## src/rtl/rx_seq_pkg.sv

```systemverilog
// Shared types and helpers for the SiTCP-XG receive sequence checker.
// Lane 7 carries the first byte in stream order, so offsets count enabled lanes above a lane.
package rx_seq_pkg;

   localparam int LANES = 8;

   typedef enum logic [1:0] {
      ST_IDLE   = 2'd0,
      ST_HUNT   = 2'd1,
      ST_LOCKED = 2'd2
   } state_e;

   function automatic logic [3:0] popcount8(input logic [7:0] v);
      logic [3:0] c;
      c = '0;
      for (int i = 0; i < LANES; i++) begin
         c = c + {3'd0, v[i]};
      end
      return c;
   endfunction

   function automatic logic [2:0] lane_offset(input logic [7:0] wenb, input int lane);
      logic [3:0] c;
      c = '0;
      for (int j = 0; j < LANES; j++) begin
         if (j > lane) begin
            c = c + {3'd0, wenb[j]};
         end
      end
      return c[2:0];
   endfunction

endpackage

```

## src/rtl/rx_seq_lane_cmp.sv

```systemverilog
// Registered per-lane compare stage: mismatch mask, byte count of the word and
// the lowest-offset mismatch (offset, expected, received).
module rx_seq_lane_cmp
   import rx_seq_pkg::*;
(
   input  logic        clk_i,
   input  logic        rst_n_i,
   input  logic        vld_i,
   input  logic        chk_enb_i,
   input  logic [7:0]  e_i,
   input  logic [7:0]  wenb_i,
   input  logic [63:0] wdat_i,
   output logic [7:0]  mm_mask_o,
   output logic [3:0]  n_o,
   output logic [2:0]  first_off_o,
   output logic [7:0]  first_exp_o,
   output logic [7:0]  first_got_o
);

   logic [7:0] mm_mask_d, mm_mask_q;
   logic [3:0] n_d, n_q;
   logic [2:0] first_off_d, first_off_q;
   logic [7:0] first_exp_d, first_exp_q;
   logic [7:0] first_got_d, first_got_q;
   logic [2:0] off_lane;
   logic [7:0] exp_lane;
   logic [7:0] got_lane;

   // Ascending scan: the last hit is the highest lane, i.e. the lowest stream offset.
   always_comb begin
      mm_mask_d   = '0;
      first_off_d = '0;
      first_exp_d = '0;
      first_got_d = '0;
      off_lane    = '0;
      exp_lane    = '0;
      got_lane    = '0;
      n_d         = vld_i ? popcount8(wenb_i) : 4'd0;
      for (int i = 0; i < LANES; i++) begin
         off_lane = lane_offset(wenb_i, i);
         exp_lane = e_i + {5'd0, off_lane};
         got_lane = wdat_i[i*8 +: 8];
         if (vld_i && chk_enb_i && wenb_i[i] && (got_lane != exp_lane)) begin
            mm_mask_d[i] = 1'b1;
            first_off_d  = off_lane;
            first_exp_d  = exp_lane;
            first_got_d  = got_lane;
         end
      end
   end

   always_ff @(posedge clk_i or negedge rst_n_i) begin
      if (!rst_n_i) begin
         mm_mask_q   <= '0;
         n_q         <= '0;
         first_off_q <= '0;
         first_exp_q <= '0;
         first_got_q <= '0;
      end else begin
         mm_mask_q   <= mm_mask_d;
         n_q         <= n_d;
         first_off_q <= first_off_d;
         first_exp_q <= first_exp_d;
         first_got_q <= first_got_d;
      end
   end

   assign mm_mask_o   = mm_mask_q;
   assign n_o         = n_q;
   assign first_off_o = first_off_q;
   assign first_exp_o = first_exp_q;
   assign first_got_o = first_got_q;

endmodule

```

## config.mk

```make
export PLATFORM = sky130hd
export DESIGN_NAME = rx_seq_lane_cmp
export DESIGN_NICKNAME = d
export VERILOG_FILES = /design/src/rtl/rx_seq_pkg.sv /design/src/rtl/rx_seq_lane_cmp.sv
export SDC_FILE = /design/constraint.sdc
export NUM_CORES = 1
export LEC_CHECK = 0
export CORE_ASPECT_RATIO = 0.8
export CORE_MARGIN = 2
export CORE_UTILIZATION = 56
export DETAILED_ROUTE_END_ITERATION = 8
export HOLD_SLACK_MARGIN = 0.05
export PLACE_DENSITY = 0.95
export RECOVER_POWER = 50
export SYNTH_ARGS = -nofsm -noshare
export SYNTH_HDL_FRONTEND = slang
export SYNTH_SLANG_ARGS = --single-unit
```

## constraint.sdc

```tcl
create_clock -name clk_i -period 1.2 [get_ports clk_i]
set_input_delay 0.18 -clock clk_i [delete_from_list [all_inputs] [get_ports clk_i]]
set_output_delay 0.18 -clock clk_i [all_outputs]
set_load 0.05 [all_outputs]
```

==> flow_summary.toml, run 1 <==
[clock_tree]
clockRootBuffer = "clkbuf_8"
cts_num_sinks = 31
postCtsSetupBuffers = 49
cts_hold_buf = 0
cts_inserted_buffers = 5
ctsLongestPathBuffers = 2
cts_resized = 203
htreeDepth = 2

[synthesis]
ys_types = 71
synth_warnings = 0
syn_nets = 721
ys_async_sr_fraction_pct = 100
ys_seq_area_share_pct = 15.8
synth_edf_count = 0
synth_ff_type = "dfrtp_1"
syn_area_per_cell_um2 = 8.35
synthesis.area_um2 = 4920
synth-seq-cells = 31
syn_inst = 590

[outcome]
stop_stage = "clock tree synthesis"
error = "[ERROR DPL-0038] Utilization greater than 100%, impossible to legalize"
status = "stopped before the end"

[die]
die_h_um = 87.9
die_w_um = 109
start_util_pct = 57.8
rows = 30
io_pins = 115

[place]
dp_hpwl_um = 22500
numPortBuffers = 114
place.gp.congestion = 1.19
pre_cts_slack_ns = -4.44
[per-stage QoR]
| stage | cells | area, um2 | hold WS (ns) | util, % | TNS, ns |
|---|---|---|---|---|---|
| 2_1_floorplan | 590 | 5230 | -0.116 | - | -78.19 |
| 3_3_place_gp | 996 | 8190 | 0.569 | 96.1 | -99.92 |
| 3_5_place_dp | 996 | 8190 | 0.594 | 96.1 | -109.79 |
[synthesized netlist by cell type, types with 6 or more instances]
master    number  area, um2
inv_2          6       22.5
a221oi_2       8        120
clkbuf_1      12       45.0
nand2b_1       6       37.5
nor3_1         9       45.0
fa_1          21        420
a21oi_1       30        150
nand3_1       18       90.1
ha_1          26        325
nor4_1         6       37.5
xor2_1        26        228
buf_2         19       95.1
a221o_1       21        210
nand2_1       32        120
xnor3_1        6        135
o21ai_1       14       70.1
o21ai_0       26        130
o221ai_1      10       87.6
inv_1         37        139
o21a_1         6       45.0
nor2_1        53        199
dfrtp_1       31        776
a211oi_1       8       60.1
xnor2_1       66        578
[kinds of logic after synthesis]
logic type	share of synthesized area, %
adder cells (fa/ha/maj)	15.1
buffers and inverters	6.96
XOR/XNOR	19.1
AO/OA/AOI/OAI	27.2
flip-flops	15.8
AND/OR/NAND/NOR	15.4
multiplexers	0.457
==> run 2: changes to the inputs <==
CORE_ASPECT_RATIO = unset   (was 0.8)
CORE_UTILIZATION = 40   (was 56)
HOLD_SLACK_MARGIN = unset   (was 0.05)
PLACE_DENSITY = unset   (was 0.95)
PLACE_DENSITY_LB_ADDON = 0.15   (was unset)
==> run 2 against run 1 <==
Synthesized area did not move. Synthesized cell count did not move. The flow now finishes, with violations (setup timing).
==> flow_summary.toml, run 2 <==
[detailed_routing]
wl_per_cell_um = 22.8
dr.pass1.iters = 6
wirelength_um = 25400
dr.first_iter.drc_count = 685
vias = 6618
drt-vias-per-instance = 5.95
drc = 0
antenna_left = 0

[power]
total_power_mw = 9.40
peakVddDrop_mv = 0.619
leakage_nw = 4.25
power.density_nw_per_um2 = 982

[grt]
grt.total_usage_pct = 37.9
grt_max_degree = 32
use_met2_pct = 60.9
grt_use_met3_pct = 8.80
grt_antenna_before_repair = 0
grt_pass1_vias = 6716
grt_pass1_wl_um = 37800
grt-ovfl-total = 0
busiest_layer = "met2"
met1_usage_pct = 47.7

[critical_path]
critPathBufInv = 4
crit_arrival_ns = 4.83
end_kind = "flip-flop"
critPathMaxFanout = 4
startpoint_type = "primary input"
cpLargestDelayFamily = "adder cells"
critPathMaxStageDelay_ns = 0.56
crit_slowest_cell = "fa_1"
critical_path_class = "primary input to flip-flop"
cp_common_cell = "fa_1"
required_ns = 1.35
crit_chain = "buf_8 -> fa_1 -> inv_2 -> fa_1 -> fa_2 -> fa_1 -> inv_2 -> ha_4 -> nand3_2 -> and2_4 -> or4_1 -> a31o_1 -> o311a_4 -> and2_4 -> buf_12 -> a221o_1 -> a221oi_2 -> o22ai_1"

[die]
die_h_um = 115
core_area_um2 = 12000
die_w_um = 115
io_pins = 115
rows = 40
die_area_um2 = 13200
start_util_pct = 41.0

[place]
placed_area_um2 = 8390
dp_hpwl_um = 19200
numPortBuffers = 114
dp.cells = 1054
place.gp.congestion = 1.04

[timing]
slew_viol_final = 0
finalSetupViolCount = 31
whs_ns = 0.359
rsz0062_at_grt = "true"
worst_pin_slew_ns = 0.853
post-route-period-util_pct = 390
finalCriticalPeriod_ns = 4.68
worst_slack_ns = -3.48
maxSlewHeadroom_pct = 43.1
timing.fmax_ghz = 0.214
finalHoldViolations = 0

[synthesis]
synthesis.area_um2 = 4920
post-synth-top-area-cell = "dfrtp_1"
synth_ff_type = "dfrtp_1"
syn_nets = 721
ys_types = 71
synth_common_cells = "66 x xnor2_1, 53 x nor2_1, 37 x inv_1"
yosys.area.top_type_share_pct = 15.8
synth_warnings = 0
synth_edf_count = 0
syn_area_per_cell_um2 = 8.35
ys_seq_area_share_pct = 15.8
synthTopCellsByArea = "dfrtp_1 16%, xnor2_1 12%, fa_1 8.5%"
ys_async_sr_fraction_pct = 100
synth-seq-cells = 31
yosysMostFrequentCell = "xnor2_1"
syn_inst = 590

[layout]
instances_no_fill = 1112
final_cell_area_um2 = 9580
final_common_cell = "buf_4"
synthToLayoutAreaGrowth_pct = 94.4
layout_common_cells = "252 x buf_4, 67 x clkdlybuf4s50_1, 59 x xnor2_1"
fin_nets = 1095
layout-drive-gt1-share_pct = 48.5
fillers = 802
multi_input_area_um2 = 4450
antennaDiodeCount = 0
regArea_um2 = 776

[clock_tree]
cts_tree = "built"
clockRootBuffer = "clkbuf_16"
clk_pin_slew_ns = 0.06
htreeDepth = 2
cts_num_sinks = 31
ctsLongestPathBuffers = 2
cts_inserted_buffers = 5

[flow_run]
cap_violations = 0

[hold_path]
hp-class = "primary input to flip-flop"

[outcome]
status = "finished, violations left"
violations = "setup timing"
[run 2: cell counts after synthesis]
No cell type changed its count.
[run 2: layout make-up]
cell class,instances,area share (%)
multi-input combinational,480,46.5
clock inverter,2,0.366
clock buffer,6,1.45
timing repair buffer,403,39.7
inverter,43,1.96
sequential,31,8.10
tap,147,1.92
[run 2: tightest hold or removal path: stages]
cell	delay [ns]
buf_8	0.09
buf_4	0.11
ha_4	0.11
and2_4	0.12
[run 2: repair_timing]
action	in CTS	in global routing
hold buffers	0	0
gates resized for setup	145	57
cloned	1	0
pin swaps	75	59
endpoints found under the setup margin	31	31
setup buffers	38	13
[run 2: report_power, final]
part	leakage (nW)	switching [mW]	internal, mW	total (mW)
combinational	3.77	3.14	3.35	6.49
clock	0.0868	0.555	1.03	1.59
sequential	0.398	0.134	1.18	1.32
[run 2: through the flow]
| step | TNS (ns) | worst slack [ns] | utilization (%) |
|---|---|---|---|
| after detailed placement | -104.16 | -4.15 | 69.9 |
| final | -82.58 | -3.48 | 79.7 |
| after floorplan | -78.19 | -3.43 | - |
| after global routing | -84.98 | -3.55 | 79.7 |
| after CTS | -84.02 | -3.60 | 76.8 |
| after global placement | -102.07 | -4.05 | 69.9 |
[run 2: path summary, 6_finish.rpt]
kind                           start                        to  slack, ns  cells past startpoint
max                        wenb_i[1]  first_exp_o[1]$_DFF_PN0_      -3.48                     18
min                        wenb_i[2]          n_o[0]$_DFF_PN0_       0.36                      4
max in group asynchronous    rst_n_i  first_exp_o[6]$_DFF_PN0_       0.17                      2
min in group asynchronous    rst_n_i    mm_mask_o[1]$_DFF_PN0_       0.48                      2
[run 2: routing by layer]
metal | up-vias | wire, um
met5 | - | 0
met2 | 427 | 11500
li1 | 2896 | -
met3 | 114 | 2480
met4 | 0 | 1770
met1 | 3181 | 9670
[run 2: kinds of logic (layout without fill, tap and decap cells)]
family          count (synthesis)  count (layout)  synth area share [%]
compound gates                176             176                  27.2
simple gates                  157             157                  15.4
xor+xnor                       98              98                  19.1
buf+inv                        79             454                  6.96
fa+ha+maj                      47              47                  15.1
flops                          31              31                  15.8
mux                             2               2                 0.457
No activity file was read; power rests on OpenSTA's default activity.
